File: src/rtl/instr_fetch_pkg.sv
// Shared constants for the instruction-fetch stage: reset PC, PC stride,
// FSM state encodings and an address-alignment helper.
package instr_fetch_pkg;

    localparam logic [31:0] DEFAULT_RESET_PC = 32'h0000_0000;
    localparam logic [31:0] PC_INCR          = 32'd4;

    localparam logic [1:0] FETCH = 2'd0;
    localparam logic [1:0] HOLD  = 2'd1;
    localparam logic [1:0] FLUSH = 2'd2;

    function automatic logic [31:0] word_align(input logic [31:0] addr);
        return {addr[31:2], 2'b00};
    endfunction

endpackage

File: src/rtl/instr_fetch_if.sv
// Fetch-stage signal bundle: redirect input, instruction-memory port and
// decode-stage handshake. master = fetch stage, slave = its environment.
interface instr_fetch_if;

    logic        redirect_valid;
    logic [31:0] redirect_pc;
    logic        imem_req;
    logic [31:0] imem_addr;
    logic        imem_ack;
    logic [31:0] imem_rdata;
    logic        instr_valid;
    logic        instr_ready;
    logic [31:0] instruction;
    logic [31:0] pc_out;
    logic [31:0] pc_plus4;

    modport master (
        input  redirect_valid, redirect_pc, imem_ack, imem_rdata, instr_ready,
        output imem_req, imem_addr, instr_valid, instruction, pc_out, pc_plus4
    );

    modport slave (
        output redirect_valid, redirect_pc, imem_ack, imem_rdata, instr_ready,
        input  imem_req, imem_addr, instr_valid, instruction, pc_out, pc_plus4
    );

endinterface

File: src/rtl/instr_fetch_pc_reg.sv
// Program counter: asynchronous reset to RESET_PC, load has priority over
// increment, wraps modulo 2^32.
module pc_reg
    import instr_fetch_pkg::*;
#(
    parameter logic [31:0] RESET_PC = DEFAULT_RESET_PC
) (
    input  logic        clk,
    input  logic        rst_n,
    input  logic        load,
    input  logic        inc,
    input  logic [31:0] load_pc,
    output logic [31:0] pc
);

    // NOTE: sequential state uses non-blocking assignments so every register
    // samples pre-edge values regardless of block ordering.
    always_ff @(posedge clk or negedge rst_n) begin
        if (!rst_n) begin
            pc <= RESET_PC;
        end else if (load) begin
            pc <= load_pc;
        end else if (inc) begin
            pc <= pc + PC_INCR;
        end
    end

endmodule

File: src/rtl/instr_fetch.sv
// Instruction-fetch stage: issues word-aligned reads, holds one fetched
// instruction for decode, and squashes in-flight fetches on redirect.
module instr_fetch
    import instr_fetch_pkg::*;
#(
    parameter logic [31:0] RESET_PC = DEFAULT_RESET_PC
) (
    input  logic          clk,
    input  logic          rst_n,
    instr_fetch_if.master bus
);

    logic [1:0]  state;
    logic [31:0] req_addr;
    logic [31:0] pc;
    logic [31:0] target;
    logic        pc_load;
    logic        pc_inc;
    logic        instr_valid_q;
    logic [31:0] instruction_q;
    logic [31:0] pc_out_q;

    assign target = word_align(bus.redirect_pc);

    // NOTE: every always_comb output gets a default first so no path can
    // leave it unassigned and infer a latch.
    always_comb begin
        pc_load = 1'b0;
        pc_inc  = 1'b0;
        case (state)
            FETCH: begin
                if (bus.redirect_valid) pc_load = 1'b1;
                else if (bus.imem_ack)  pc_inc  = 1'b1;
            end
            HOLD, FLUSH: pc_load = bus.redirect_valid;
            default: ;
        endcase
    end

    pc_reg #(.RESET_PC(RESET_PC)) u_pc_reg (
        .clk     (clk),
        .rst_n   (rst_n),
        .load    (pc_load),
        .inc     (pc_inc),
        .load_pc (target),
        .pc      (pc)
    );

    always_ff @(posedge clk or negedge rst_n) begin
        if (!rst_n) begin
            state         <= FETCH;
            req_addr      <= RESET_PC;
            instr_valid_q <= 1'b0;
            instruction_q <= '0;
            pc_out_q      <= RESET_PC;
        end else begin
            case (state)
                FETCH: begin
                    if (bus.redirect_valid) begin
                        // An ack in the same cycle retires the old request,
                        // so the target can be issued immediately.
                        if (bus.imem_ack) req_addr <= target;
                        else              state    <= FLUSH;
                    end else if (bus.imem_ack) begin
                        instruction_q <= bus.imem_rdata;
                        pc_out_q      <= req_addr;
                        instr_valid_q <= 1'b1;
                        state         <= HOLD;
                    end
                end
                HOLD: begin
                    if (bus.redirect_valid) begin
                        instr_valid_q <= 1'b0;
                        req_addr      <= target;
                        state         <= FETCH;
                    end else if (bus.instr_ready) begin
                        instr_valid_q <= 1'b0;
                        req_addr      <= pc;
                        state         <= FETCH;
                    end
                end
                FLUSH: begin
                    // Stale data is dropped; the latest redirect target wins.
                    if (bus.imem_ack) begin
                        req_addr <= bus.redirect_valid ? target : pc;
                        state    <= FETCH;
                    end
                end
                default: begin
                    instr_valid_q <= 1'b0;
                    state         <= FETCH;
                end
            endcase
        end
    end

    // The request is gated by rst_n so it drops as soon as reset asserts.
    assign bus.imem_req    = rst_n && ((state == FETCH) || (state == FLUSH));
    assign bus.imem_addr   = req_addr;
    assign bus.instr_valid = instr_valid_q;
    assign bus.instruction = instruction_q;
    assign bus.pc_out      = pc_out_q;
    assign bus.pc_plus4    = pc_out_q + PC_INCR;

endmodule

File: src/flat_wrapper.sv
// flat-port wrapper written by rule: the top's interface ports become plain ports
module instr_fetch_flat import instr_fetch_pkg::*;
#(
    parameter logic [31:0] RESET_PC = DEFAULT_RESET_PC
)
  (clk, rst_n, bus_redirect_valid, bus_redirect_pc, bus_imem_ack, bus_imem_rdata, bus_instr_ready, bus_imem_req, bus_imem_addr, bus_instr_valid, bus_instruction, bus_pc_out, bus_pc_plus4);
  instr_fetch_if bus_i ();
  input  logic clk;
  input  logic rst_n;
  input wire logic [$bits(bus_i.redirect_valid)-1:0] bus_redirect_valid;
  input wire logic [$bits(bus_i.redirect_pc)-1:0] bus_redirect_pc;
  input wire logic [$bits(bus_i.imem_ack)-1:0] bus_imem_ack;
  input wire logic [$bits(bus_i.imem_rdata)-1:0] bus_imem_rdata;
  input wire logic [$bits(bus_i.instr_ready)-1:0] bus_instr_ready;
  output wire logic [$bits(bus_i.imem_req)-1:0] bus_imem_req;
  output wire logic [$bits(bus_i.imem_addr)-1:0] bus_imem_addr;
  output wire logic [$bits(bus_i.instr_valid)-1:0] bus_instr_valid;
  output wire logic [$bits(bus_i.instruction)-1:0] bus_instruction;
  output wire logic [$bits(bus_i.pc_out)-1:0] bus_pc_out;
  output wire logic [$bits(bus_i.pc_plus4)-1:0] bus_pc_plus4;
  assign bus_i.redirect_valid = bus_redirect_valid;
  assign bus_i.redirect_pc = bus_redirect_pc;
  assign bus_i.imem_ack = bus_imem_ack;
  assign bus_i.imem_rdata = bus_imem_rdata;
  assign bus_i.instr_ready = bus_instr_ready;
  assign bus_imem_req = bus_i.imem_req;
  assign bus_imem_addr = bus_i.imem_addr;
  assign bus_instr_valid = bus_i.instr_valid;
  assign bus_instruction = bus_i.instruction;
  assign bus_pc_out = bus_i.pc_out;
  assign bus_pc_plus4 = bus_i.pc_plus4;
  instr_fetch #(.RESET_PC(RESET_PC)) u_core (.clk(clk), .rst_n(rst_n), .bus(bus_i));
endmodule
File: config.mk
export PLATFORM = sky130hd
export DESIGN_NAME = instr_fetch_flat
export DESIGN_NICKNAME = d
export VERILOG_FILES = /design/src/rtl/instr_fetch_pkg.sv /design/src/rtl/instr_fetch_if.sv /design/src/rtl/instr_fetch_pc_reg.sv /design/src/rtl/instr_fetch.sv /design/src/flat_wrapper.sv
export SDC_FILE = /design/constraint.sdc
export NUM_CORES = 1
export LEC_CHECK = 0
export BUFFER_PORTS_ARGS = -buffer_cell sky130_fd_sc_hd__buf_2
export CORE_MARGIN = 5
export CORE_UTILIZATION = 30
export DETAILED_ROUTE_END_ITERATION = 16
export PLACE_DENSITY = 0.55
export SKIP_CTS_REPAIR_TIMING = 1
export SLEW_MARGIN = 20
export SYNTH_ARGS = -nofsm -noshare
export SYNTH_HDL_FRONTEND = slang
export SYNTH_HIERARCHICAL = 1
export SYNTH_SLANG_ARGS = --single-unit
File: constraint.sdc
create_clock -name clk -period 8.8 [get_ports clk]
set_input_delay 0.88 -clock clk [delete_from_list [all_inputs] [get_ports clk]]
set_output_delay 0.88 -clock clk [all_outputs]
set_load 0.02 [all_outputs]
======== Word-level counts from Yosys, hierarchy flattened ========
Cells that the tools add are included.
cells by class
  add/sub/neg operators ................... 2
  multipliers ............................. 0
  div/mod/pow operators ................... 0
  magnitude comparators ................... 0
  eq/ne operators ......................... 9
  shift operators ......................... 0
  multiplexer cells ....................... 26
  bitwise operators ....................... 2
  reduce and logical (&&, ||, !) cells .... 10
operator list
  cell                   count
  $mux 32                8
  $pmux 32 s3            1
  $add 32x3->32 const B  2
  $mux 2                 6
  $ne 3x3->1 const B     3
  $mux 1                 8
  $ne 2x2->1 const B     4
  $reduce_and 4->1       2
  $pmux 2 s3             1
  $reduce_and 5->1       1
  $pmux 1 s3             1
  $reduce_and 3->1       1
  $reduce_bool 3->1      1
  $eq 2x1->1 const B     1
  $eq 2x2->1 const B     1
  $logic_not 2->1        1
  $not 1->1              2
  $pmux 1 s2             1
  $reduce_bool 2->1      1
  $reduce_or 2->1        1
  $logic_and 1x1->1      1
  $logic_or 1x1->1       1
storage, ports and cells
  flip-flop bits (word level) ............. 131
  latch bits .............................. 0
  RAM bits ................................ 0
  bits in read-only memories .............. 0
  input port bits ......................... 69
  output and inout bits ................... 130
  word-level logic and storage cells ...... 55
  memories ................................ 0

======== Longest topological paths before layout ========
  depth in word-level cells ............... 5
  depth in mapped cells ................... 14
  gate-level depth less buffers ........... 8

======== Modules after synthesis ========
Netlist, hierarchy kept.
modules (own cells, without submodules)
  module       instances  cells each  area each (um2)  seq. area each (um2)
  instr_fetch  1          364         4,944.7          2,477.4
  pc_reg       1          200         1,820.5          800.8

======== Least setup slack after synthesis ========
OpenSTA, ideal clock, no wires.
  kind .................................... input -> register
  from .................................... in bus_redirect_valid
  to ...................................... reg u_core.u_pc_reg.pc[27]
  data arrival time ....................... 3.083 ns
  required time ........................... 8.718 ns
  slack ................................... 5.635 ns
  cell stages on the path ................. 11
  cell sequence ........................... nor2b_1 > and2_1 > buf_2 > buf_4 > buf_6 > buf_6 > nand4_2 > buf_6 > or4b_4 > or4_1 > a31oi_1
on the way
  longest elaborated chain between the ends .. 3
  elaborated cells on any way between the ends .. 6
  classes of those cells .................. mux: 5; reduce/logical: 1
ends and longest elaborated chain
  element                             line                      text
  start, declared                     flat_wrapper.sv:10        input wire logic [$bits(bus_i.redirect_valid)-1:0] bus_redirect_valid;
  $mux 1                              instr_fetch.sv:32         if (bus.redirect_valid) pc_load = 1'b1;
  $mux 1                              instr_fetch.sv:30         case (state)
  via u_core.pc_inc                   instr_fetch.sv:18         logic pc_inc;
  $reduce_bool 2->1 (no source line)  --
  end signal, assigned                instr_fetch_pc_reg.sv:22  pc <= load_pc;
  end signal, assigned                instr_fetch_pc_reg.sv:24  pc <= pc + PC_INCR;
  end, declared                       instr_fetch_pc_reg.sv:13  output logic [31:0] pc
The timed path passes the listed nets, and every way through them passes these cells.
A chain may end at the register's enable or synchronous reset.

======== Final worst setup path ========
  from .................................... reg u_core.pc_out_q[2] (netlist: u_core/bus.pc_out[2])
  to ...................................... out bus_pc_plus4[28]
on the way
  longest elaborated chain between the ends .. 1
ends and longest elaborated chain
  element                 line                text
  start, declared         instr_fetch.sv:21   logic [31:0] pc_out_q;
  start signal, assigned  instr_fetch.sv:66   pc_out_q <= req_addr;
  $add 32x3->32           instr_fetch.sv:103  assign bus.pc_plus4 = pc_out_q + PC_INCR;
  end, declared           flat_wrapper.sv:20  output wire logic [$bits(bus_i.pc_plus4)-1:0] bus_pc_plus4;
Every way passes these cells.

==> summary.md <==
| Metric | Value |
|---|---|
| Antenna violations before repair | `0` |
| Via density | `4.77` |
| Clock skew | `~0.0099 ns` |
| Leakage power | `3.87 nW` |
| Clock latency on the worst-skew pair | `~0.42 ns` |
| Pin count of the biggest net entering global routing | `78` |
| Run status | `finished clean` |
| CTS HTree Levels | `4` |
| Number of buffers created by CTS | `17` |
| Number of instances in the synthesized netlist | `564` |
| Power per standard cell area | `between 400 and 500 nW/um2` |
| GRT Util Overall | `roughly 15%` |
| Buffer cell driving the clock tree root | `sky130_fd_sc_hd__clkbuf_16` |
| DRC marker count from the first detailed-route iteration | `256` |
| Layout Cell Area excl Fill | `8600 um2` |
| Worst endpoint required time | `about 7.9 ns` |
| Number of setup violations in the final report | `0` |
| Min Tclk post-route | `around 3.6 ns` |
| Relative slew slack | `a little over a quarter` |
| Final count of pins violating max slew | `0` |
| Wire length per cell | `18.0 um` |
| Count of synthesis-stage warnings from yosys | `6` |
| Floorplan core area | `approximately 22000 um2` |
| Clock slew at the register clock pins of the worst setup and hold paths | `~0.060 ns` |
| Via count | `roughly 5.0k` |
| Total I/O pin count | `199` |
| Fraction of registers with async set/reset | `100%` |
| Startpoint kind of the worst setup timing path | `flip-flop` |
| Actual slew at the worst max-slew pin | `~1.1 ns` |
| Most common cell after layout, fill and taps aside | `sky130_fd_sc_hd__buf_2` |
| Area share of the largest cell type after synthesis | `between 40% and 50%` |
| Wirelength, routed | `between 15000 and 20000 um` |
| EDFF count, synth | `0` |
| Mean area per synthesized cell | `~12 um2` |
| Fraction of layout instances using a drive strength above 1 | `around 47%` |
| Crit path capture type | `primary output` |
| First-pass GRT wire length | `just under 30000 um` |
| Area post-placement | `7960 um2` |
| TritonCTS clock tree | `done` |
| Synthesis-stage register bit count | `131` |
| Setup repair after global routing missed its margin | `false` |
| Buffers on Ports | `196` |
| Class of the tightest hold or removal check | `reg -> reg` |
| Starting utilization of the core area | `between 30% and 40%` |
| Row cnt | `55` |
| Fin Setup TNS | `0 ns` |
| Number of diodes added for antenna fixing | `0` |
| HPWL after DPL | `~14000 um` |
| Worst setup path category | `reg -> out` |
| Post-layout nets | `between 800 and 900` |
| Gr ovfl total | `0` |
| Share of the clock period used by the worst path after layout | `between 40% and 50%` |
| Cell variety after synth | `43` |
| Sequential-to-total area share from yosys stat | `between 40 and 50%` |
| Height of the die | `160 um` |
| Post-synth top area cell | `sky130_fd_sc_hd__dfrtp_1` |
| Leading cell types in the layout, fill and taps excluded | `sky130_fd_sc_hd__buf_2, sky130_fd_sc_hd__dfrtp_1, sky130_fd_sc_hd__mux2_2` |
| Chip Width | `approximately 160 um` |
| Count of antenna-violating nets left after detailed routing | `0` |
| Max IR drop VDD | `~200 uV` |
| Max Freq | `about 280 MHz` |
| Vias in the first global route | `4968` |
| Sink count of the clock tree | `about 130` |
| Gpl congestion | `approximately 0.77` |
| Die outline area | `roughly 26000 um2` |
| DRC violation count after routing | `0` |
| Primary FF master, synth | `sky130_fd_sc_hd__dfrtp_1` |
| Worst-case clock buffer depth | `2` |
| Number of search-and-repair iterations in the first detailed-routing pass | `6` |
| Top cells by area, synth | `sky130_fd_sc_hd__dfrtp_1, sky130_fd_sc_hd__mux2_2, sky130_fd_sc_hd__mux2_4` |
| Filler cells | `~2.3k` |
| Arrival time worst endpoint | `around 2.7 ns` |
| Cell area after synthesis | `roughly 6800 um2` |
| Post-layout total power | `3.44 mW` |
| Maximum Capacitance Violations | `0` |
| Final hold violation count | `0` |
| Worst-path fanout max | `11` |
| Area growth syn-to-layout | `27.1%` |
worst max-delay path: stages (launching register included):
cell and delay [ns]:
sky130_fd_sc_hd__dfrtp_1 0.44, sky130_fd_sc_hd__ha_1 0.22, sky130_fd_sc_hd__nand3_1 0.13, sky130_fd_sc_hd__nor2_1 0.84, sky130_fd_sc_hd__nand4_1 0.22, sky130_fd_sc_hd__xnor2_1 0.20
sky130_fd_sc_hd__buf_2 0.20
kinds of logic (layout without fill, tap and decap cells):
family,after synthesis,count (layout),synth area share [%]
AO/OA/AOI/OAI,53,53,4.92
AND/OR/NAND/NOR,159,159,13.3
buffers and inverters,42,244,3.48
other,1,2,0.0554
adder cells (fa/ha/maj),7,7,1.29
XOR/XNOR,43,43,5.57
flip-flops,131,131,48.5
multiplexers,128,128,23.0
path summary, 6_finish.rpt:
check / startpoint / end / slack, ns / cells past startpoint
min in group asynchronous: rst_n / u_core/state[1] / 0.49 / 1
min: u_core/bus.instruction[22] / u_core/bus.instruction[22] / 0.48 / 1
max: u_core/bus.pc_out[2] / bus_pc_plus4[28] / 5.23 / 6
max reg2reg: u_core/state[1] / u_core/u_pc_reg/pc[31] / 5.46 / 8
min reg2reg: u_core/bus.instruction[22] / u_core/bus.instruction[22] / 0.48 / 1
max in group asynchronous: rst_n / u_core/bus.imem_addr[1] / 7.05 / 2
where the power goes:
group / leakage, nW / internal, mW / total [mW] / switching, mW
Combinational: 2.02 / 0.668 / 1.52 / 0.856
Clock: 0.304 / 0.491 / 0.771 / 0.279
Sequential: 1.55 / 0.868 / 1.15 / 0.280
Total: 3.87 / 2.03 / 3.44 / 1.42
per-stage QoR:
| step | utilization [%] | cells | hold WS [ns] | setup WS [ns] |
|---|---|---|---|---|
| finish | 38.3 | 1052 | 0.480 | 5.23 |
| global route | 38.3 | 1052 | 0.494 | 5.03 |
| CTS | 38.3 | 1052 | 0.483 | 5.22 |
| detailed placement | 35.5 | 1020 | 0.470 | 5.25 |
| global placement | 35.5 | 1020 | 0.464 | 5.27 |
| floorplan | - | 565 | 0.481 | 5.63 |
final cells by class:
class	count	area, um2	share of cell area (%)
clock inverter	11	175	2.04
multi-input combinational	392	3260	37.9
clock buffer	21	460	5.36
timing repair buffer	201	1020	11.9
tap	285	357	4.15
sequential	131	3280	38.1
inverter	11	41.3	0.480
synthesized netlist by cell type, types with 10 or more instances:
| cell type | count |
|---|---|
| sky130_fd_sc_hd__dfrtp_1 | 131 |
| sky130_fd_sc_hd__o21ai_0 | 20 |
| sky130_fd_sc_hd__nand4_1 | 18 |
| sky130_fd_sc_hd__inv_1 | 10 |
| sky130_fd_sc_hd__or4_1 | 12 |
| sky130_fd_sc_hd__clkbuf_1 | 10 |
| sky130_fd_sc_hd__mux2_4 | 30 |
| sky130_fd_sc_hd__a31oi_1 | 13 |
| sky130_fd_sc_hd__buf_2 | 11 |
| sky130_fd_sc_hd__nand2_1 | 38 |
| sky130_fd_sc_hd__nand3_1 | 21 |
| sky130_fd_sc_hd__o31ai_1 | 12 |
| sky130_fd_sc_hd__xnor2_1 | 30 |
| sky130_fd_sc_hd__xor2_1 | 13 |
| sky130_fd_sc_hd__mux2_2 | 91 |
| sky130_fd_sc_hd__nor2_1 | 26 |
layer usage:
layer  up-vias  track usage [%]  routed length, um
met5         -                0                  0
met1      2441             18.7               8380
met3        20             5.01               1210
li1       2420                -                  -
met2       135             23.8               9100
met4         0             3.68                266
No activity file was read; power rests on OpenSTA's default activity.
